### src/rtl/audio_axis_i2s_tx.sv
// Stereo AXI-Stream to Philips I2S serializer holding one L/R frame; BCLK/LRCK divided from clk.
// Define AUDIO_I2S_UNDERRUN_HOLD_EN to replay the last played frame on underrun instead of silence.
module audio_axis_i2s_tx #(
  parameter int AUDIO_DW       = 32,
  parameter int AUDIO_BIT_RATE = 24,
  parameter int SLOT_BITS      = 32,
  parameter int BCLK_DIV       = 4
) (
  input  logic                clk,
  input  logic                reset,
  input  logic [AUDIO_DW-1:0] s_axis_data,
  input  logic                s_axis_valid,
  input  logic                s_axis_last,
  output logic                s_axis_ready,
  output logic                i2s_bclk,
  output logic                i2s_lrck,
  output logic                i2s_sdata,
  output logic                underrun,
  output logic                frame_error
);

  localparam int FRAME_BITS = 2 * SLOT_BITS;
  localparam int DIV_W      = $clog2(BCLK_DIV);
  localparam int BIT_W      = $clog2(FRAME_BITS);
  localparam logic [DIV_W-1:0] DIV_LAST   = DIV_W'(BCLK_DIV - 1);
  localparam logic [DIV_W-1:0] DIV_HALF   = DIV_W'(BCLK_DIV / 2);
  localparam logic [BIT_W-1:0] BIT_LAST   = BIT_W'(FRAME_BITS - 1);
  localparam logic [BIT_W-1:0] SLOT_START = BIT_W'(SLOT_BITS);

  typedef enum logic [1:0] {WANT_L = 2'd0, WANT_R = 2'd1, FULL = 2'd2} in_state_e;

  in_state_e                 state_q, state_d;
  logic [DIV_W-1:0]          div_cnt, div_cnt_nxt;
  logic [BIT_W-1:0]          bit_cnt, bit_cnt_nxt;
  logic                      div_wrap, boundary, load_full, accept;
  logic                      first_frame_q, frame_err_d, underrun_d;
  logic [AUDIO_BIT_RATE-1:0] sample, left_q, right_q, left_d, right_d;
  logic [FRAME_BITS-1:0]     shift_q, idle_frame, load_frame;
  logic                      unused_upper;

  function automatic logic [SLOT_BITS-1:0] to_slot(input logic [AUDIO_BIT_RATE-1:0] s);
    logic [SLOT_BITS-1:0] r;
    r = '0;
    r[SLOT_BITS-1 -: AUDIO_BIT_RATE] = s;
    return r;
  endfunction

  // Valid/ready: a word transfers on the rising clk edge where s_axis_valid && s_axis_ready
  // are both high; the source keeps data/last stable while valid is high and ready is low.
  assign s_axis_ready = (state_q != FULL) && !reset;
  assign accept       = s_axis_valid && s_axis_ready;
  assign sample       = s_axis_data[AUDIO_BIT_RATE-1:0];
  assign unused_upper = |(s_axis_data >> AUDIO_BIT_RATE);

  assign div_wrap  = (div_cnt == DIV_LAST);
  assign boundary  = div_wrap && (bit_cnt == BIT_LAST);
  assign load_full = boundary && (state_q == FULL);

  always_comb begin
    div_cnt_nxt = div_wrap ? '0 : div_cnt + 1'b1;
    bit_cnt_nxt = bit_cnt;
    if (div_wrap) bit_cnt_nxt = (bit_cnt == BIT_LAST) ? '0 : bit_cnt + 1'b1;
  end

  always_comb begin
    state_d     = state_q;
    left_d      = left_q;
    right_d     = right_q;
    frame_err_d = 1'b0;
    case (state_q)
      WANT_L: if (accept) begin
        if (s_axis_last) frame_err_d = 1'b1;
        else begin
          left_d  = sample;
          state_d = WANT_R;
        end
      end
      WANT_R: if (accept) begin
        if (s_axis_last) begin
          right_d = sample;
          state_d = FULL;
        end else begin
          // A second left word resyncs: the newest one wins.
          left_d      = sample;
          frame_err_d = 1'b1;
        end
      end
      FULL:    if (boundary) state_d = WANT_L;
      default: state_d = WANT_L;
    endcase
  end

  // The silent frame right after reset is not an underrun.
  assign underrun_d = boundary && (state_q != FULL) && !first_frame_q;

`ifdef AUDIO_I2S_UNDERRUN_HOLD_EN
  logic [AUDIO_BIT_RATE-1:0] played_l_q, played_r_q;

  always_ff @(posedge clk or posedge reset) begin
    if (reset) begin
      played_l_q <= '0;
      played_r_q <= '0;
    end else if (load_full) begin
      played_l_q <= left_q;
      played_r_q <= right_q;
    end
  end

  assign idle_frame = {to_slot(played_l_q), to_slot(played_r_q)};
`else
  assign idle_frame = '0;
`endif

  assign load_frame = load_full ? {to_slot(left_q), to_slot(right_q)} : idle_frame;

  always_ff @(posedge clk or posedge reset) begin
    if (reset) begin
      state_q       <= WANT_L;
      left_q        <= '0;
      right_q       <= '0;
      first_frame_q <= 1'b1;
      underrun      <= 1'b0;
      frame_error   <= 1'b0;
    end else begin
      state_q     <= state_d;
      left_q      <= left_d;
      right_q     <= right_d;
      underrun    <= underrun_d;
      frame_error <= frame_err_d;
      if (boundary) first_frame_q <= 1'b0;
    end
  end

  // SDATA takes the shift MSB at every BCLK fall, which yields the one-bit I2S delay:
  // at the boundary the last right bit goes out while the next frame is loaded behind it.
  always_ff @(posedge clk or posedge reset) begin
    if (reset) begin
      div_cnt   <= '0;
      bit_cnt   <= '0;
      shift_q   <= '0;
      i2s_bclk  <= 1'b0;
      i2s_lrck  <= 1'b0;
      i2s_sdata <= 1'b0;
    end else begin
      div_cnt  <= div_cnt_nxt;
      bit_cnt  <= bit_cnt_nxt;
      i2s_bclk <= (div_cnt_nxt >= DIV_HALF);
      if (div_wrap) begin
        i2s_sdata <= shift_q[FRAME_BITS-1];
        i2s_lrck  <= (bit_cnt_nxt >= SLOT_START);
        shift_q   <= boundary ? load_frame : (shift_q << 1);
      end
    end
  end

endmodule

### config.mk
export PLATFORM = sky130hd
export DESIGN_NAME = audio_axis_i2s_tx
export DESIGN_NICKNAME = d
export VERILOG_FILES = /design/src/rtl/audio_axis_i2s_tx.sv
export SDC_FILE = /design/constraint.sdc
export NUM_CORES = 1
export LEC_CHECK = 0
export CAP_MARGIN = 20
export CORE_ASPECT_RATIO = 1.75
export CORE_UTILIZATION = 57
export CTS_CLUSTER_SIZE = 12
export DETAILED_ROUTE_END_ITERATION = 8
export HOLD_SLACK_MARGIN = 0.03
export PLACE_DENSITY = 0.76
export SYNTH_ARGS = -nofsm -noshare
export SYNTH_HDL_FRONTEND = slang
export SYNTH_SLANG_ARGS = --single-unit
### constraint.sdc
create_clock -name clk -period 6.4 [get_ports clk]
set_clock_uncertainty 0.15 [all_clocks]
set_input_delay 1.6 -clock clk [delete_from_list [all_inputs] [get_ports clk]]
set_output_delay 1.6 -clock clk [all_outputs]
set_load 0.02 [all_outputs]
# --- Yosys cells after proc, flatten, opt, wreduce, memory -nomap -nowiden ---
# Index checks and enable logic that the tools add are counted.
word_totals:
  register_bits: 128
  inputBits: 36
  output_inout_bits: 6
  wordCells: 56
op_classes:
  addsub: 2
  magnitude_cmp: 2
  eq_ne: 10
  muxes: 16
  bitwise_logic: 1
  n_reduce_logical: 13
op_table:
  columns: ["op", "n"]
  rows:
  - ["64-bit two-way mux", 2]
  - ["2-bit two-way mux", 6]
  - ["6-bit two-way mux", 2]
  - ["2-bit != test (second input constant)", 6]
  - ["6-bit by 1-bit adder with 6-bit output (second input constant)", 1]
  - ["6-bit == test (second input constant)", 1]
  - ["6-bit >= comparator (second input constant)", 1]
  - ["1-bit logical AND", 6]
  - ["2-bit one-hot mux with 3 select lines", 1]
  - ["3-bit AND reduction", 2]
  - ["5-bit AND reduction", 1]
  - ["2-bit == test (second input constant)", 2]
  - ["1-bit two-way mux", 4]
  - ["2-bit by 1-bit adder with 2-bit output (second input constant)", 1]
  - ["2-bit by 1-bit == test with 1-bit output (second input constant)", 1]
  - ["2-bit >= comparator (second input constant)", 1]
  - ["1-bit zero test", 2]
  - ["2-bit zero test", 1]
  - ["1-bit one-hot mux with 2 select lines", 1]
  - ["2-bit OR reduction", 1]
  - ["1-bit NOT", 1]

# --- Logic depth before layout (Yosys ltp) ---
# Gate-level depths: netlist (run 1).
depth:
  ltp_word: 5
  ltp_mapped: 6
  mapped_depth_nobuf: 5

# --- Least setup slack after synthesis (run 1) ---
# Ideal clock, no wire load.
synth_path:
  kind: "input to register"
  start: "input reset"
  end: "register right_q[0]"
  t_arrival_ns: 5.126
  slack_ns: 0.999
  path_stages: 4
  cell_sequence: "inv_1 -> nand4_4 -> buf_6 -> mux2_4"
synth_between:
  elab_chain_len: 4
synth_rtl:
  columns: ["element", "line", "rtl"]
  rows:
  - ["start: declaration", "10", "input logic reset,"]
  - ["1-bit zero test (no line)", null, null]
  - ["1-bit logical AND", "50", "assign s_axis_ready = (state_q != FULL) && !reset;"]
  - ["1-bit logical AND", "51", "assign accept = s_axis_valid && s_axis_ready;"]
  - ["3-bit AND reduction (no line)", null, null]
  - ["end signal: assignment", "127", "right_q <= right_d;"]
  - ["end: declaration", "37", "logic [AUDIO_BIT_RATE-1:0] sample, left_q, right_q, left_d, right_d;"]
# No other way between the ends.
# A chain may end at the register's enable or synchronous reset.

# --- Final worst setup path (run 1) ---
layout_path:
  start: "input reset"
  end: "output s_axis_ready"
layout_between:
  elab_chain_len: 2
layout_rtl:
  columns: ["element", "line", "rtl"]
  rows:
  - ["1-bit zero test (no line)", null, null]
  - ["1-bit logical AND", "50", null]
  - ["end: declaration", "14", "output logic s_axis_ready,"]
# No other way between the ends.

==> metrics.txt, run 1 <==
area delta synth->final 20.8%; H-tree depth 4; drt first pass iters 4; CTS root buf clkbuf_16; aggregate routed wire length 9.44 mm; Synth Instances 340; Net Sw Power 0.000497 W; status finished clean; via count 3002; Via density 5.96; Post-Syn Area 4950 µm²; initial antenna violation count 0; Avg Inst Size Synth 14.6 µm²; top post-synthesis cells by area dfrtp_1 (60%), a221o_1 (9.5%), mux2_2 (7.1%); Setup TNS 0 ns; CTS Sinks 119; Yosys top cell by area dfrtp_1; RR Endpoint shift_q[17]; Floorplan Core Area 8370 µm²; fillers 584; Residual DRC 0; Hold WC Path Type reg2reg; CTS tree done; dpl ws 1.80 ns; ant diodes 0; Internal 0.00178 W; R2R Setup Slk 3.80 ns; Reg power frac 43.1%; post-layout worst setup margin 1.81 ns; Pwr Density 380 nW/µm²; Post-CTS Setup Bufs 0; RSZ-0062 raised after global routing no; IO Pins 42; FF-to-FF path depth 6; Max VDD drop 0.000257 V; nets@finish 415; GRT Residual Overflow 0; RR Startpoint div_cnt[0]; #FFs+latches synth 119; number of core rows 44; max_cap viols 0; Worst Max-Slew Pin Slew 0.829 ns; sequential area share after synthesis 60.2%; CTS buffer count 17; WP data arrival 2.84 ns; relative slew slack 44.7%; Hold Violations, Final 0; Final period util 71.8%; Max Buffers Root-to-Sink 2; number of routed nets with antenna violations 0; Comb pwr share 11.0%; die extent in x 72.5 µm; first-pass GRT wire length 15.8 mm; Post-Syn Nets 379; crit start category input port; largest net degree at the start of global routing 69; total global-route track usage 23.2%; Clock Power Share 45.9%; max frequency 218 MHz; Skew-Pair Late Insertion Delay 0.41 ns; 1st-iter DRT viols 238; synth unique cells 39; synthesis warning total 0; Crit Path Max Fanout 5; drt wl/cell 18.7 µm; I/O Buffers 33; Final min period 4.59 ns; Vert. Die Dim 125 µm; Worst Setup SP reset; # resized after CTS 0; DIE AREA 9080 µm²; Critical Path RT 4.65 ns; Setup crit end s_axis_ready; critical path type in2out; Clock transition at path regs 0.05 ns; fin. max-slew vios 0; Lkg Pwr 2.83 nW; Routability Congestion 0.718; Sw Share 21.9%; fraction of layout cells with a size suffix above 1 23.9%; critical path endpoint category output port; post-synth top area share 59.6%; hpwl dp 5.13 mm; Final setup viols 0; Initial Util 59.2%; # hold bufs at CTS 0; vias in the first global route 3167
==> power by group through the flow <==
| stage | clock, W | sequential [W] | combinational, W |
|---|---|---|---|
| after global placement | 0 | 0.000980 | 0.000238 |
| after CTS | 0.00105 | 0.000980 | 0.000254 |
| final | 0.00104 | 0.000980 | 0.000250 |
| after global routing | 0.00109 | 0.000995 | 0.000271 |
| after floorplan | 0 | 0.000962 | 0.000198 |
| after detailed placement | 0 | 0.000987 | 0.000251 |
==> synth_stat cells (all sizes together) <==
master / count
nor2b: 48
nand3: 1
xor2: 1
buf: 16
a31oi: 1
nor4b: 1
nor3b: 1
nand2b: 1
mux2: 51
o31ai: 2
dfrtp: 118
dfstp: 1
and2b: 1
inv: 3
or3: 1
nor2: 6
nand2: 5
a22o: 9
a22oi: 1
o21ai: 3
clkbuf: 5
a221o: 47
nor4: 2
ha: 3
nor3: 2
xnor2: 2
a21oi: 1
mux2i: 1
nand4: 4
clkinv: 1
o21a: 1
==> layer usage <==
metal / track usage, % / share of wire, %
met5: 0 / 0
met4: 12.8 / 2.7
met3: 4.92 / 3.9
met2: 35.5 / 50
met1: 30.6 / 43
==> how the worst min path moves through the flow <==
| stage | startpoint | to | slack [ns] | cells past startpoint |
|---|---|---|---|---|
| final | div_cnt[0] | div_cnt[0] | 0.28 | 1 |
| after CTS | div_cnt[0] | div_cnt[0] | 0.28 | 1 |
| after global routing | div_cnt[0] | div_cnt[0] | 0.31 | 1 |
| after floorplan | div_cnt[0] | div_cnt[0] | 0.25 | 1 |
| after detailed placement | div_cnt[0] | div_cnt[0] | 0.28 | 1 |
| after global placement | div_cnt[0] | div_cnt[0] | 0.27 | 1 |
==> registers in the layout (all words and copies together), names as in the netlist <==
signal and count:
i2s_sdata 1, underrun 1, i2s_lrck 1, shift_q 56, state_q 2, div_cnt 2, right_q 24, left_q 24
frame_error 1, first_frame_q 1, bit_cnt 6
==> through the flow <==
stage	instance area [µm²]	utilization, %	hold slack, ns	std cells	power (W)
6_report	5980	71.5	0.281	504	0.00227
3_5_place_dp	5310	63.5	0.276	471	0.00124
3_3_place_gp	5310	63.5	0.267	471	0.00122
4_1_cts	5960	71.2	0.284	503	0.00229
2_1_floorplan	4950	-	0.251	340	0.00116
5_1_grt	5980	71.5	0.308	504	0.00235
==> layout make-up <==
| class | instances | area [µm²] | area share (%) |
|---|---|---|---|
| clock buffer | 24 | 482 | 8.05 |
| clock inverter | 8 | 168 | 2.80 |
| inverter | 4 | 17.5 | 0.293 |
| multi-input combinational | 196 | 1810 | 30.3 |
| sequential | 119 | 2980 | 49.8 |
| tap | 115 | 144 | 2.41 |
| timing repair buffer | 38 | 380 | 6.36 |
==> cell usage in the layout (no fill, tap or decap), types with 5 or more instances in the layout <==
master,netlist,final
dfrtp_1,118,118
nor2b_1,48,48
a221o_1,47,47
clkdlybuf4s50_1,0,33
mux2_2,31,31
mux2_4,20,20
clkbuf_16,0,17
a22o_1,9,9
nor2_1,6,6
nand2_1,5,5
bufinv_16,0,5
==> critical path, cell delays in order <==
cell             delay (ns)
clkdlybuf4s50_1        0.50
nor2_1                 0.14
clkdlybuf4s50_1        0.60
==> cell families (layout without fill, tap and decap cells) <==
group | count (synthesis) | after routing | synth area share (%)
simple gates | 73 | 73 | 9.53
compound gates | 65 | 65 | 12.2
buf+inv | 25 | 74 | 3.46
xor+xnor | 3 | 3 | 0.531
mux | 52 | 52 | 13.3
fa+ha+maj | 3 | 3 | 0.758
flops | 119 | 119 | 60.2
No activity file was read; power rests on OpenSTA's default activity.
==> inputs of run 2 (changes only) <==
==> constraint.sdc (replaced) <==
create_clock -name clk -period 4.7 [get_ports clk]
set_clock_uncertainty 0.15 [all_clocks]
set_input_delay 1.175 -clock clk [delete_from_list [all_inputs] [get_ports clk]]
set_output_delay 1.175 -clock clk [all_outputs]
set_load 0.02 [all_outputs]
==> run 2 against run 1 <==
  * First-iteration DRC count shrank 1.3%
  * Global-route usage is 0.35 points higher
  * Non-clock buffer count rose by 1
  * Total power up 36%
  * Clock power rose by 37%
  * Routed wire length is 0.45% lower
  * Flip-flop and latch count unchanged
  * Sequential power up 36%
  * Highest routed layer unchanged
==> metrics.txt, run 2 (synthesis results as in run 1) <==
die extent in x 72.5 µm (unchanged); Post-CTS Setup Bufs 0 (unchanged); largest reg by FF count shift_q; critical path endpoint category output port; Non-Filler Instances 505 (+0.20%); CTS Sinks 119 (unchanged); Worst Max-Slew Pin Slew 0.782 ns (-0.0473 ns); IO Pins 42 (unchanged); Net Sw Power 0.000687 W (+38%); Residual DRC 0 (unchanged); drt first pass iters 4 (unchanged); Skew-Pair Late Insertion Delay 0.41 ns (about the same); Crit Path Max Fanout 5 (unchanged); critical path type in2out; relative slew slack 47.9% (+3.2 points); Placed Area 5320 µm² (+0.16%); CTS tree done; Initial Util 59.2% (unchanged); # resized after CTS 0 (unchanged); Vert. Die Dim 125 µm (unchanged); Comb pwr share 10.9% (about the same); hpwl dp 5.16 mm (+0.65%); Final Util 71.6% (+0.16 points); WP data arrival 2.42 ns (-0.42 ns); max_cap viols 0 (unchanged); Hold Violations, Final 0 (unchanged); fin. max-slew vios 0 (unchanged); fraction of layout cells with a size suffix above 1 25.1% (+1.2 points); CTS buffer count 17 (unchanged); Final period util 79.7%; crit path cell chain clkdlybuf4s50_1, nor2_1, clkdlybuf4s50_1; Slowest-stage cell, CP clkdlybuf4s50_1; via count 2953 (-1.6%); most common cell after layout, fill and taps aside dfrtp_1; depth of the worst hold-timing path 1 (unchanged); Lkg Pwr 2.83 nW (about the same); initial antenna violation count 0 (unchanged); drt wl/cell 18.6 µm (-0.64%); Hold WC Path Type reg2reg; max frequency 267 MHz; DIE AREA 9080 µm² (unchanged); 1st-iter DRT viols 235 (-1.3%); CTS root buf clkbuf_16; Floorplan Core Area 8370 µm² (unchanged); Final setup viols 0 (unchanged); GRT Residual Overflow 0 (unchanged); Routability Congestion 0.717 (-0.13%); CP Depth 3 (unchanged); number of core rows 44 (unchanged); dpl cells 472 (+0.21%); commonest non-fill, non-tap cells in the layout dfrtp_1 (118), nor2b_1 (48), a221o_1 (47); Clock transition at path regs 0.05 ns (about the same); Finished Cell Area 5990 µm² (+0.23%); CP delay by family, top buffers and inverters; Critical Path RT 3.38 ns (-1.27 ns); Clock Power Share 46.0% (about the same); fillers 570 (-2.4%); Final min period 3.74 ns; Internal 0.00240 W (+35%); status finished clean; Setup TNS 0 ns (unchanged); FF-to-FF path depth 6 (unchanged); Sw Share 22.2% (+0.37 points); vias in the first global route 3208 (+1.3%); largest net degree at the start of global routing 66 (-4.3%); ant diodes 0 (unchanged); # hold bufs at CTS 0 (unchanged); first-pass GRT wire length 16.0 mm (+0.96%); Max Buffers Root-to-Sink 2 (unchanged); RSZ-0062 raised after global routing no; Max VDD drop 0.000353 V (+37%); Via density 5.85 (-1.8%); Pwr Density 516 nW/µm² (+36%); crit start category input port; biggest regs shift_q x56, left_q x24, right_q x24; critical path buffer and inverter count 2 (unchanged); total global-route track usage 23.5% (+0.35 points); I/O Buffers 33 (unchanged); Reg power frac 43.1% (about the same); hold slack 0.286 ns (+0.00554 ns); most used cell, CP clkdlybuf4s50_1; nets@finish 416 (+0.24%); Largest register FFs 56 (unchanged); area delta synth->final 21.1%; Critical Path Max Stage Delay 0.60 ns (about the same); number of routed nets with antenna violations 0 (unchanged); aggregate routed wire length 9.39 mm (-0.45%); H-tree depth 4 (unchanged)
==> run 2: changes by cell type in the layout (fill, tap and decap cells not counted) <==
cell,before,now
clkbuf_1,4,0
inv_4,1,0
clkbuf_8,3,2
clkinvlp_4,1,4
buf_4,4,5
clkinv_4,0,1
clkinv_2,2,4
==> run 2: power groups by stage <==
stage                     combinational, W  sequential [W]  clock, W
after floorplan                   0.000269         0.00131         0
after global placement            0.000326         0.00133         0
after detailed placement          0.000341         0.00134         0
after CTS                         0.000343         0.00133   0.00144
after global routing              0.000369         0.00135   0.00149
final                             0.000337         0.00133   0.00142
==> run 2: layout make-up <==
type                    count  area, µm²  share of cell area [%]
flip-flops and latches    119       2980                    49.7
inverters                   4       18.8                   0.313
clock buffers              19        453                    7.56
multi-input cells         196       1810                    30.2
repair buffers             39        388                    6.47
clock inverters            13        201                    3.36
well taps                 115        144                    2.40
==> run 2: routing by layer <==
| layer | track usage (%) | vias to the layer above | wire length (µm) |
|---|---|---|---|
| met5 | 0 | - | 0 |
| met4 | 10.7 | 0 | 155 |
| met3 | 6.12 | 14 | 307 |
| met2 | 37.2 | 65 | 4900 |
| met1 | 30.2 | 1535 | 4030 |
| li1 | - | 1339 | - |
==> run 2: worst register-to-register path, cell delays in order (launching register included) <==
cell     delay (ns)
dfrtp_1        0.35
ha_2           0.16
buf_4          0.50
nand4_2        0.32
nor4_4         0.27
buf_4          0.49
a221o_1        0.28
==> run 2: path summary, 6_finish.rpt <==
check / startpoint / to / slack (ns)
min in group asynchronous: reset / underrun / 1.30
max in group asynchronous: reset / right_q[18] / 1.82
setup reg to reg: div_cnt[1] / shift_q[46] / 2.12
hold / removal: div_cnt[0] / div_cnt[0] / 0.29
hold reg to reg: div_cnt[0] / div_cnt[0] / 0.29
setup / recovery: reset / s_axis_ready / 0.96
==> run 2: through the flow <==
stage / setup slack [ns] / power [W]
6_report: 0.956 / 0.00309
5_1_grt: 0.922 / 0.00321
2_1_floorplan: 0.536 / 0.00158
4_1_cts: 0.946 / 0.00312
3_5_place_dp: 0.945 / 0.00168
3_3_place_gp: 0.950 / 0.00166
==> inputs of run 3 (changes only) <==
==> constraint.sdc (replaced) <==
create_clock -name clk -period 3.5 [get_ports clk]
set_clock_uncertainty 0.15 [all_clocks]
set_input_delay 0.875 -clock clk [delete_from_list [all_inputs] [get_ports clk]]
set_output_delay 0.875 -clock clk [all_outputs]
set_load 0.02 [all_outputs]
==> run 3 against run 2 <==
  * Via count increased by 1.3%
  * Worst setup slack got worse by 0.60 ns
  * Clock-buffer cell count increased by 2
  * Routed wire length decreased by 1.4%
  * Total power increased by 29%
  * Combinational power increased by 36%
  * Flip-flop and latch count unchanged
  * Clock power increased by 22%
  * Critical endpoint unchanged
==> metrics.txt, run 3 (synthesis results as in run 1) <==
CTS tree done; ant diodes 0 (unchanged); Placed Area 5330 µm² (+0.24%); nets@finish 415 (-0.24%); largest net degree at the start of global routing 120 (+82%); Reg power frac 45.1% (+2.0 points); commonest non-fill, non-tap cells in the layout dfrtp_1 (118), nor2b_1 (48), a221o_1 (47); max_cap viols 0 (unchanged); area delta synth->final 19.6%; drt wl/cell 18.4 µm (-1.0%); dpl cells 472 (unchanged); critical path endpoint category output port; drt first pass iters 4 (unchanged); I/O Buffers 33 (unchanged); aggregate routed wire length 9.26 mm (-1.4%); number of routed nets with antenna violations 0 (unchanged); Final period util 89.8%; Net Sw Power 0.000896 W (+30%); CTS root buf clkbuf_16; Initial Util 59.2% (unchanged); crit start category input port; Finished Cell Area 5920 µm² (-1.2%); Pwr Density 671 nW/µm² (+30%); most common cell after layout, fill and taps aside dfrtp_1; IO Pins 42 (unchanged); Comb pwr share 11.5% (+0.6 points); hpwl dp 5.17 mm (+0.18%); via count 2990 (+1.3%); vias in the first global route 3177 (-0.97%); Hold WC Path Type reg2reg; critical path type in2out; Max VDD drop 0.000486 V (+38%); Sw Share 22.6% (+0.33 points); hold slack 0.272 ns (-0.0139 ns); Routability Congestion 0.723 (+0.84%); Worst Max-Slew Pin Slew 0.704 ns (-0.0784 ns); Final Util 70.8% (-0.88 points); biggest regs shift_q x56, left_q x24, right_q x24; largest reg by FF count shift_q; RSZ-0062 raised after global routing no; DIE AREA 9080 µm² (unchanged); die extent in x 72.5 µm (unchanged); H-tree depth 4 (unchanged); Residual DRC 0 (unchanged); GRT Residual Overflow 0 (unchanged); Clock Power Share 43.4% (-2.6 points); Crit Path Max Fanout 5 (unchanged); fraction of layout cells with a size suffix above 1 24.2% (-0.90 points); Vert. Die Dim 125 µm (unchanged); most used cell, CP clkdlybuf4s50_1; max frequency 318 MHz; Critical Path RT 2.47 ns (-0.91 ns); CTS Sinks 119 (unchanged); number of core rows 44 (unchanged); WP data arrival 2.12 ns (-0.30 ns); Floorplan Core Area 8370 µm² (unchanged); status finished clean; fin. max-slew vios 0 (unchanged); total global-route track usage 23.6% (+0.025 points); Final min period 3.14 ns; Critical Path Max Stage Delay 0.61 ns (about the same); Slowest-stage cell, CP clkdlybuf4s50_1; Lkg Pwr 2.81 nW (-0.90%); Internal 0.00308 W (+28%); initial antenna violation count 0 (unchanged); # hold bufs at CTS 0 (unchanged); Final setup viols 0 (unchanged); Non-Filler Instances 503 (-0.40%); 1st-iter DRT viols 189 (-20%); Clock transition at path regs 0.05 ns (about the same); Post-CTS Setup Bufs 0 (unchanged); crit path cell chain clkdlybuf4s50_1, nor2_1, clkdlybuf4s50_1; Hold Violations, Final 0 (unchanged); Skew-Pair Late Insertion Delay 0.42 ns (about the same); Setup TNS 0 ns (unchanged); first-pass GRT wire length 15.8 mm (-1.5%); Via density 5.94 (+1.7%); relative slew slack 53.0% (+5.1 points); # resized after CTS 0 (unchanged); Largest register FFs 56 (unchanged); CTS buffer count 17 (unchanged); Max Buffers Root-to-Sink 2 (unchanged)
run 3: cell count changes in the layout (fill, tap and decap cells not counted), sizes merged:
cell / previous run / this run
clkinv: 6 / 7
bufinv: 5 / 3
buf: 6 / 5
clkinvlp: 4 / 2
clkbuf: 19 / 21
run 3: path summary, 6_finish.rpt:
path	startpoint	end	slack [ns]	cells after the start
hold reg to reg	div_cnt[0]	div_cnt[0]	0.27	1
hold / removal	div_cnt[0]	div_cnt[0]	0.27	1
max in group asynchronous	reset	left_q[0]	1.75	3
setup reg to reg	div_cnt[1]	shift_q[52]	1.05	5
min in group asynchronous	reset	frame_error	0.95	3
setup / recovery	reset	s_axis_ready	0.36	3
run 3: per-layer routing:
metal	up-vias	part of all wire, %	global-route usage [%]
met5	-	0	0
li1	1341	-	-
met2	78	52	36.2
met4	0	1.9	12.2
met1	1556	42	29.9
met3	15	4.2	7.01
run 3: cell type report:
class	count	area (µm²)
sequential	119	2980
timing repair buffer	38	380
clock buffer	21	460
inverter	4	18.8
clock inverter	10	128
tap	115	144
fill	580	2450
multi-input combinational	196	1810
run 3: power groups by stage:
stage               logic, W  registers (W)  clock network [W]
global placement    0.000440        0.00179                  0
floorplan           0.000362        0.00176                  0
finish              0.000457        0.00179            0.00173
CTS                 0.000465        0.00179            0.00176
global route        0.000499        0.00182            0.00182
detailed placement  0.000455        0.00181                  0
run 3: critical path, delay by kind of cell:
family        cells  cell delay, ns
buf+inv           2            1.11
simple gates      1            0.13
run 3: through the flow:
stage          total power (W)  worst slack [ns]
4_1_cts                0.00402             0.344
3_3_place_gp           0.00223             0.354
5_1_grt                0.00414             0.297
6_report               0.00397             0.358
3_5_place_dp           0.00226             0.344
2_1_floorplan          0.00212            -0.260
